### src/rtl/out_mapper.sv
// SpiNNaker-to-AER output mapper: checks parity and type on incoming packets, buffers multicast
// routing keys in a small FIFO, and discards events while the AER device is unresponsive.
// Optional error counter is built when OUT_MAPPER_ERR_CNT_EN is defined.
module out_mapper #(
   parameter int FIFO_DEPTH  = 3,
   parameter int DUMP_CYCLES = 128
) (
   input  logic        clk,
   input  logic        rst_n,
   output logic        dump_mode,
   output logic        parity_err,
   output logic        type_err,
   output logic [15:0] err_cnt,
   input  logic [71:0] opkt_data,
   input  logic        opkt_vld,
   output logic        opkt_rdy,
   output logic [31:0] oaer_data,
   output logic        oaer_vld,
   input  logic        oaer_rdy
);

   localparam int PW = (FIFO_DEPTH > 1) ? $clog2(FIFO_DEPTH) : 1;
   localparam int CW = $clog2(FIFO_DEPTH + 1);
   localparam logic [PW-1:0] LAST_PTR    = PW'(FIFO_DEPTH - 1);
   localparam logic [CW-1:0] FULL_COUNT  = CW'(FIFO_DEPTH);
   localparam logic [7:0]    DUMP_RELOAD = 8'(DUMP_CYCLES);

   // Odd parity covers the header+key only, or the whole packet when a payload is present.
   function automatic logic parity_ok(input logic [71:0] pkt);
      if (pkt[1]) begin
         return ^pkt;
      end
      return ^pkt[39:0];
   endfunction

   function automatic logic [PW-1:0] ptr_next(input logic [PW-1:0] ptr);
      if (ptr == LAST_PTR) begin
         return '0;
      end
      return ptr + PW'(1);
   endfunction

   logic [31:0]   mem [FIFO_DEPTH];
   logic [PW-1:0] wr_ptr;
   logic [PW-1:0] rd_ptr;
   logic [CW-1:0] count;
   logic [7:0]    dump_cnt;

   logic fifo_full;
   logic fifo_empty;
   logic accept;
   logic pkt_par_ok;
   logic pkt_mc;
   logic push;
   logic pop;

   assign fifo_full  = (count == FULL_COUNT);
   assign fifo_empty = (count == '0);

   assign opkt_rdy   = ~fifo_full | dump_mode;
   assign accept     = opkt_vld & opkt_rdy;
   assign pkt_par_ok = parity_ok(opkt_data);
   assign pkt_mc     = (opkt_data[7:6] == 2'b00);
   assign push       = accept & pkt_par_ok & pkt_mc;

   // In dump mode the head is dropped every cycle, so a full FIFO can still take a push.
   assign pop        = ~fifo_empty & (oaer_rdy | dump_mode);

   assign oaer_vld   = ~fifo_empty;
   assign oaer_data  = fifo_empty ? 32'h0 : mem[rd_ptr];

   always_ff @(posedge clk) begin
      if (push) begin
         mem[wr_ptr] <= opkt_data[39:8];
      end
   end

   always_ff @(posedge clk or negedge rst_n) begin
      if (!rst_n) begin
         wr_ptr <= '0;
         rd_ptr <= '0;
         count  <= '0;
      end else begin
         if (push) begin
            wr_ptr <= ptr_next(wr_ptr);
         end
         if (pop) begin
            rd_ptr <= ptr_next(rd_ptr);
         end
         case ({push, pop})
            2'b10:   count <= count + CW'(1);
            2'b01:   count <= count - CW'(1);
            default: count <= count;
         endcase
      end
   end

   // Watchdog on the AER device: runs regardless of FIFO occupancy.
   always_ff @(posedge clk or negedge rst_n) begin
      if (!rst_n) begin
         dump_cnt  <= DUMP_RELOAD;
         dump_mode <= 1'b0;
      end else if (oaer_rdy) begin
         dump_cnt  <= DUMP_RELOAD;
         dump_mode <= 1'b0;
      end else if (dump_cnt != 8'd0) begin
         dump_cnt  <= dump_cnt - 8'd1;
      end else begin
         dump_mode <= 1'b1;
      end
   end

   always_ff @(posedge clk or negedge rst_n) begin
      if (!rst_n) begin
         parity_err <= 1'b0;
         type_err   <= 1'b0;
      end else begin
         parity_err <= accept & ~pkt_par_ok;
         type_err   <= accept & pkt_par_ok & ~pkt_mc;
      end
   end

`ifdef OUT_MAPPER_ERR_CNT_EN
   logic [15:0] err_total;

   always_ff @(posedge clk or negedge rst_n) begin
      if (!rst_n) begin
         err_total <= 16'h0000;
      end else if ((parity_err | type_err) && (err_total != 16'hFFFF)) begin
         err_total <= err_total + 16'h0001;
      end
   end

   assign err_cnt = err_total;
`else
   assign err_cnt = 16'h0000;
`endif

endmodule

### config.mk
export PLATFORM = sky130hd
export DESIGN_NAME = out_mapper
export DESIGN_NICKNAME = d
export VERILOG_FILES = /design/src/rtl/out_mapper.sv
export SDC_FILE = /design/constraint.sdc
export NUM_CORES = 1
export LEC_CHECK = 0
export ABC_AREA = 0
export CAP_MARGIN = 15
export CORE_MARGIN = 10
export CORE_UTILIZATION = 53
export DETAILED_ROUTE_END_ITERATION = 10
export GPL_TIMING_DRIVEN = 0
export PLACE_DENSITY = 0.87
export SLEW_MARGIN = 20
export SYNTH_ARGS = -nofsm -noshare
export SYNTH_HDL_FRONTEND = slang
export SYNTH_SLANG_ARGS = --single-unit
### constraint.sdc
create_clock -name clk -period 7.2 [get_ports clk]
set_clock_uncertainty 0.15 [all_clocks]
set_input_delay 1.08 -clock clk [delete_from_list [all_inputs] [get_ports clk]]
set_output_delay 1.08 -clock clk [all_outputs]
set_load 0.01 [all_outputs]
# After elaboration in Yosys (flattened, before gate mapping)
# Memory sizes are Yosys's and may differ from the RTL's.
# Index checks and enable logic that the tools add are counted.
# Widths: inputs -> output; s select.
word_totals:
  ff_bits: 17
  mem_bits_rw: 96
  input_bits: 76
  wordCells: 57
  n_memories: 1
memory_table:
  columns: ["name", "depth", "width", "rd", "rd_ports_with_merged_regs", "wr", "line", "source"]
  rows:
  - ["mem", 3, 32, 1, 0, 1, "43", "logic [31:0] mem [FIFO_DEPTH];"]
op_classes:
  n_addsub: 5
  n_eq_ne: 6
  muxes: 19
  bitwise_logic: 12
  reduce_logical: 7
op_table:
  columns: ["operator", "n"]
  rows:
  - ["$reduce_xor 72->1", 1]
  - ["$reduce_xor 40->1", 1]
  - ["$mux 32", 1]
  - ["$mux 8", 2]
  - ["$mux 1", 11]
  - ["$eq 2x2->1 const B", 4]
  - ["$mux 2", 4]
  - ["$reduce_bool 8->1", 1]
  - ["$sub 8x1->8 const B", 1]
  - ["$add 2x1->2 const B", 3]
  - ["$and 1x1->1", 6]
  - ["$logic_not 2->1", 2]
  - ["$not 1->1", 4]
  - ["$pmux 2 s2", 1]
  - ["$reduce_bool 2->1", 2]
  - ["$eq 2x1->1 const B", 1]
  - ["$ne 2x2->1 const B", 1]
  - ["$or 1x1->1", 2]
  - ["$sub 2x1->2 const B", 1]

# Longest topological paths before layout
# Gate-level depths: netlist (run 1).
logic_depth:
  depth_word: 8
  mapped_depth: 13

# Worst setup path before layout (run 1)
# Ideal clock, no wire load.
synth_path:
  path_type: "input to register"
  start: "in opkt_data[6]"
  end: "mem mem[2][0] (enable)"
  arrival_ns: 5.149
  required_time_ns: 6.582
  path_slack_ns: 1.433
  path_stages: 10
  path_buffers: 0
  path_cell_list: "inv_1 ha_1 xnor2_1 xnor2_1 xnor2_1 xnor2_1 xnor2_1 xnor2_1 mux2_4 nor3b_1"
synth_via:
  elab_chain_len: 7
  word_cells_on_any_way: 9
  cone_classes: "mux (4); bitwise (2); reduce/logical (3)"
synth_rtl:
  columns: ["item", "line", "source"]
  rows:
  - ["start: declaration", "14", "input logic [71:0] opkt_data,"]
  - ["$reduce_xor 72->1", "31", "return ^pkt;"]
  - ["$mux 1", "30", "if (pkt[1]) begin"]
  - ["$mux 1", "33", "return ^pkt[39:0];"]
  - ["$and 1x1->1", "64", "assign push = accept & pkt_par_ok & pkt_mc;"]
  - ["$and 1x1->1 *", "64", null]
  - ["$mux 1 *", "73", "if (push) begin"]
  - ["$mux 1 (not written as such) *", "74", "mem[wr_ptr] <= opkt_data[39:8];"]
  - ["end: declaration", "43", null]
# Mark *: on every way between the ends. The rest lies on a longest branch, timed or not. The select of a mux whose other input is x is not followed.

# Worst setup path after layout (run 1)
layout_path:
  start: "in opkt_data[7]"
  end: "mem mem[2][4] (enable)"
# Same word-level chain as after synthesis.

==> results of run 1 <==
-- power by group through the flow --
stage / logic (mW) / registers [mW] / clock network [mW]
global placement: 1.07 / 0.862 / 0
CTS: 1.13 / 0.854 / 0.750
floorplan: 0.648 / 0.857 / 0
global route: 1.22 / 0.863 / 0.781
finish: 1.11 / 0.853 / 0.743
detailed placement: 1.11 / 0.865 / 0
-- registers in the layout (all words and copies together) (netlist names) --
signal / cells
dump_cnt: 8
dump_mode: 1
type_err: 1
mem: 96
parity_err: 1
rd_ptr: 2
wr_ptr: 2
count: 2
-- cells in the mapped netlist --
master,number,area share (%)
edfxtp_1,96,55
inv_1,8,0.57
xor2_1,10,1.7
nor2_1,73,5.2
nor3_1,4,0.38
nand3_1,4,0.38
a21o_2,1,0.17
mux2_4,3,0.86
mux2i_1,32,6.1
conb_1,1,0.071
nor4_1,1,0.12
ha_1,4,0.95
or4b_1,1,0.19
dfrtp_1,16,7.6
mux2_2,1,0.21
or4_1,2,0.29
a211oi_1,1,0.14
or3_1,2,0.24
nor2b_1,2,0.24
a211o_1,1,0.17
o21ai_0,3,0.29
nor3b_1,1,0.14
dfstp_2,1,0.50
nand2_1,6,0.43
clkbuf_1,16,1.1
a21oi_1,35,3.3
and2b_2,1,0.17
buf_4,16,2.3
xnor2_1,67,11
-- metrics by stage --
stage | util [%] | hold WS [ns]
finish | 73.9 | 0.343
global route | 73.9 | 0.372
CTS | 73.9 | 0.348
detailed placement | 68.4 | 0.338
global placement | 67.7 | 0.329
floorplan | - | 0.313
-- path summary, 6_finish.rpt --
| path | startpoint | to | slack [ns] | depth (start not counted) |
|---|---|---|---|---|
| worst max register to register | dump_mode | mem[2][4] | 4.28 | 9 |
| worst min-delay path | count[1] | count[1] | 0.34 | 1 |
| worst max-delay path | opkt_data[7] | mem[2][4] | 2.51 | 14 |
| worst min register to register | count[1] | count[1] | 0.34 | 1 |
| min in group asynchronous | rst_n | dump_cnt[6] | 0.88 | 1 |
| max in group asynchronous | rst_n | wr_ptr[0] | 5.53 | 1 |
-- final cells by class --
| type | count | area, µm² |
|---|---|---|
| plain buffers | 32 | 180 |
| clock buffers | 18 | 418 |
| clock inverters | 14 | 118 |
| fillers | 646 | 2540 |
| inverters | 8 | 30.0 |
| multi-input cells | 271 | 1800 |
| flip-flops and latches | 113 | 3310 |
| well taps | 133 | 166 |
| repair buffers | 119 | 1170 |
-- routing by layer --
| metal | global-route usage (%) | share of wire [%] | vias up |
|---|---|---|---|
| met5 | 0 | 0 | - |
| li1 | - | - | 1703 |
| met3 | 5.63 | 6.4 | 17 |
| met4 | 5.81 | 1.5 | 0 |
| met1 | 19.2 | 38 | 1735 |
| met2 | 31.8 | 55 | 127 |
-- kinds of logic (layout without fill, tap and decap cells) --
logic type      after synthesis  in the layout  synth area share, %
fa+ha+maj                     4              4                0.954
simple gates                 97             97                 7.79
compound gates               41             41                 4.10
buf+inv                      40            191                 4.00
flops                       113            113                 63.1
mux                          36             36                 7.18
xor+xnor                     77             77                 12.8
other cells                   1             16               0.0714
-- worst register-to-register path, delay by kind of cell (launching register included) --
family / cells / cell delay, ns
AO/OA/AOI/OAI: 1 / 0.19
buffers and inverters: 4 / 0.70
flip-flops: 1 / 0.37
multiplexers: 1 / 0.32
AND/OR/NAND/NOR: 3 / 0.88
==> qor.csv, run 1 <==
metric;value;unit
ys_types;29;
clock_latency;0.51;ns
p_leak;2.70;nW
grt_first_pass_wirelength;19900;µm
slowest_stage;nor3b_2;
syn_area;5250;µm²
final_area;7190;µm²
post_cts_buffers;0;
path_cells;clkdlybuf4s50_1 > inv_1 > ha_1 > xnor2_1 > xnor2_1 > xnor2_1 > xnor2_1 > xnor2_1 > xnor2_1 > mux2_4 > nor3b_2 > buf_6 > buf_4 > buf_4;
layoutNonFillerInstCount;708;
drt_iter0_drc;210;
path_delay_family;XOR/XNOR gates;
antenna_found_initial;0;
vias;3582;
switchingPower;0.903;mW
path_max_fanout;10;
cts_tree;built;
layout_commonest_cell;clkdlybuf4s50_1;
setup_viol;0;
die-area;14300;µm²
swShare;33.4;%
path_common_cell;xnor2_1;
fmax;213;MHz
dieWidth;120;µm
crit_buf_inv;5;
insertedDiodeCount;0;
rsz0062_at_grt;no;
place_ws;1.94;ns
p_comb_share;41.0;%
seqPwrFrac;31.5;%
min_path_type;reg2reg;
period_minus_slack;4.69;ns
design.portCount;129;
path_clk_slew;0.06;ns
synth-seq-cells;113;
port_buffers;111;
cts_resized;0;
cts_sinks;113;
clockBufferDepth;2;
grt_usage;17.6;%
syn2layout_area_growth;37.0;%
cellPowerDensity;376;nW/µm²
setup_slack;2.51;ns
layout_common_cells;clkdlybuf4s50_1 (111), edfxtp_1 (96), nor2_1 (73);
finalHoldViolations;0;
worst_ep_arrival_time;4.75;ns
drtAntennaViolNets;0;
cts_buffers;17;
path_class;in2reg;
grt_pass1_vias;3858;
finalMaxSlewViolations;0;
h-tree-depth;4;
synth.avg_cell_area;12.8;µm²
die_h;120;µm
drv_cap;0;
drc;0;
p_int;1.80;mW
relSlewSlack;46.2;%
final_nets;642;
rows;36;
vias_per_cell;5.06;
dp_hpwl;9020;µm
required;7.25;ns
cts_root_buf;clkbuf_8;
end_kind;flip-flop;
start_util;53.9;%
p_clk_share;27.4;%
core;9730;µm²
start_kind;input port;
report.power.total;2.71;mW
tightest_slew;0.807;ns
grt-ovfl-total;0;
peakVddDrop;0.216;mV
place_area;6660;µm²
drtPass1Iterations;4;
status;finished, final reports clean;
slowest_delay;0.64;ns
wirelength;12400;µm
placed_cells;676;
synthCells;409;
yosysSeqAreaShare;63.1;%
place_congestion;0.763;
fin_tns_setup;0;ns
grt_max_degree;33;
period_share;65.2;%
yosysWarnings;0;
postCtsHoldBufs;0;
drive_above_1_share;11.0;%
post_drt_wl_per_cell;17.5;µm
(Power assumes the default switching activity.)
==> run 2, diff against run 1 <==
- CORE_UTILIZATION: 53 -> 45
- PLACE_DENSITY: 0.87 -> 0.79
- clock period: 7.2 -> 4.1 ns (I/O delays scaled with it)
==> run 2 against run 1 <==
  * Register-to-register slack worse by 2.8 ns
  * Clock-buffer cell count shrank 1
  * Die area rose by 15%
  * Flip-flop and latch count unchanged
  * Sequential share of layout area decreased by 0.44 points
  * Core utilization down 10 points
  * Via count shrank 5.0%
  * Cell count grew 0.85%
  * Clock power is 91% higher
  * Non-clock buffer count is 4 lower
  * Routed wire length fell by 3.1%
==> qor.csv, run 2 (synthesis gave the netlist of run 1 again) <==
metric;value;unit
status;finished, final reports clean;
min_path_type;reg2reg;
rows;39;
grt_usage;14.9;%
path_class;in2reg;
cts_sinks;113;
post_cts_buffers;0;
end_kind;flip-flop;
cellPowerDensity;669;nW/µm²
clockBufferDepth;2;
slowest_delay;0.59;ns
relSlewSlack;46.2;%
top_register;mem;
setup_slack;0.189;ns
fmax;256;MHz
worst_ep_arrival_time;3.85;ns
p_leak;2.70;nW
insertedDiodeCount;0;
grt_first_pass_wirelength;19100;µm
die_h;128;µm
drtPass1Iterations;5;
core;11400;µm²
path_common_cell;xnor2_1;
vias;3404;
final_core_util;63.6;%
vias_per_cell;4.77;
port_buffers;111;
dp_hpwl;8860;µm
path_clk_slew;0.05;ns
peakVddDrop;0.337;mV
slowest_stage;nor3b_4;
cts_root_buf;clkbuf_16;
drive_above_1_share;10.5;%
start_util;46.0;%
wirelength;12000;µm
dieWidth;128;µm
final_nets;638;
drt_iter0_drc;171;
design.portCount;129;
postCtsHoldBufs;0;
largest_reg_flops;96;
post_drt_wl_per_cell;16.8;µm
period_share;95.4;%
fillCellCount;905;
drc;0;
layout_common_cells;clkdlybuf4s50_1 (111), edfxtp_1 (96), nor2_1 (73);
drv_cap;0;
layout_commonest_cell;clkdlybuf4s50_1;
cts_buffers;17;
required;4.04;ns
reg_top3;mem (96), dump_cnt (8);
h-tree-depth;4;
grt-ovfl-total;0;
syn2layout_area_growth;38.3;%
cts_resized;0;
finalMaxSlewViolations;0;
die-area;16400;µm²
rsz0062_at_grt;no;
setup_viol;0;
grt_max_degree;33;
place_ws;-0.236;ns
grt_pass1_vias;3656;
antenna_found_initial;0;
start_kind;input port;
finalHoldViolations;0;
cts_tree;built;
path_max_fanout;14;
place_congestion;0.758;
clock_latency;0.39;ns
period_minus_slack;3.91;ns
tightest_slew;0.807;ns
drtAntennaViolNets;0;
path_cells;clkdlybuf4s50_1 > inv_1 > ha_1 > xnor2_1 > xnor2_1 > xnor2_1 > xnor2_1 > xnor2_1 > xnor2_1 > mux2_4 > nor3b_4 > buf_6;
[run 2: cell type report]
type | count | area (µm²) | share of cell area (%)
Timing Repair Buffer | 115 | 1170 | 16.1
Sequential cell | 113 | 3310 | 45.6
Buffer | 32 | 180 | 2.48
Tap cell | 143 | 179 | 2.46
Clock buffer | 17 | 425 | 5.86
Inverter | 8 | 30.0 | 0.414
Clock inverter | 15 | 161 | 2.22
Multi-Input combinational cell | 271 | 1810 | 24.9
[run 2: worst max-delay path, delay by kind of cell]
family        cells  cell delay [ns]
buf+inv           3             0.80
xor+xnor          6             1.14
fa+ha+maj         1             0.29
mux               1             0.40
simple gates      1             0.59
[run 2: through the flow]
stage / cell area (µm²) / setup TNS (ns) / hold slack (ns) / total power, mW / std cells
floorplan: 5330 / 0 / 0.169 / 2.65 / 424
global placement: 6620 / -59.29 / 0.329 / 3.43 / 678
detailed placement: 6670 / -12.21 / 0.343 / 3.49 / 682
CTS: 7260 / 0 / 0.351 / 4.93 / 714
global route: 7260 / 0 / 0.382 / 5.16 / 714
finish: 7260 / 0 / 0.347 / 4.86 / 714
[run 2: per-layer routing]
layer  part of all wire, %  vias up  global-route usage [%]
met1                    40     1635                    16.7
met5                     0        -                       0
met3                   5.8        4                    5.79
met4                  0.52        0                    4.11
li1                      -     1695                       -
met2                    54       70                    25.8
[run 2: where the power goes]
part	internal, mW	switching, mW	leakage [nW]
Combinational	0.954	0.979	1.35
Sequential	1.42	0.0854	1.08
Clock	0.899	0.520	0.278
[run 2: worst paths after layout]
path / startpoint / slack (ns) / end / cells after the start
worst max-delay path: opkt_data[6] / 0.19 / mem[2][4] / 12
worst min-delay path: count[1] / 0.35 / count[1] / 1
worst max register to register: count[0] / 1.52 / mem[2][4] / 6
worst min register to register: count[1] / 0.35 / count[1] / 1
max in group asynchronous: rst_n / 2.78 / count[0] / 1
min in group asynchronous: rst_n / 0.53 / dump_cnt[5] / 1
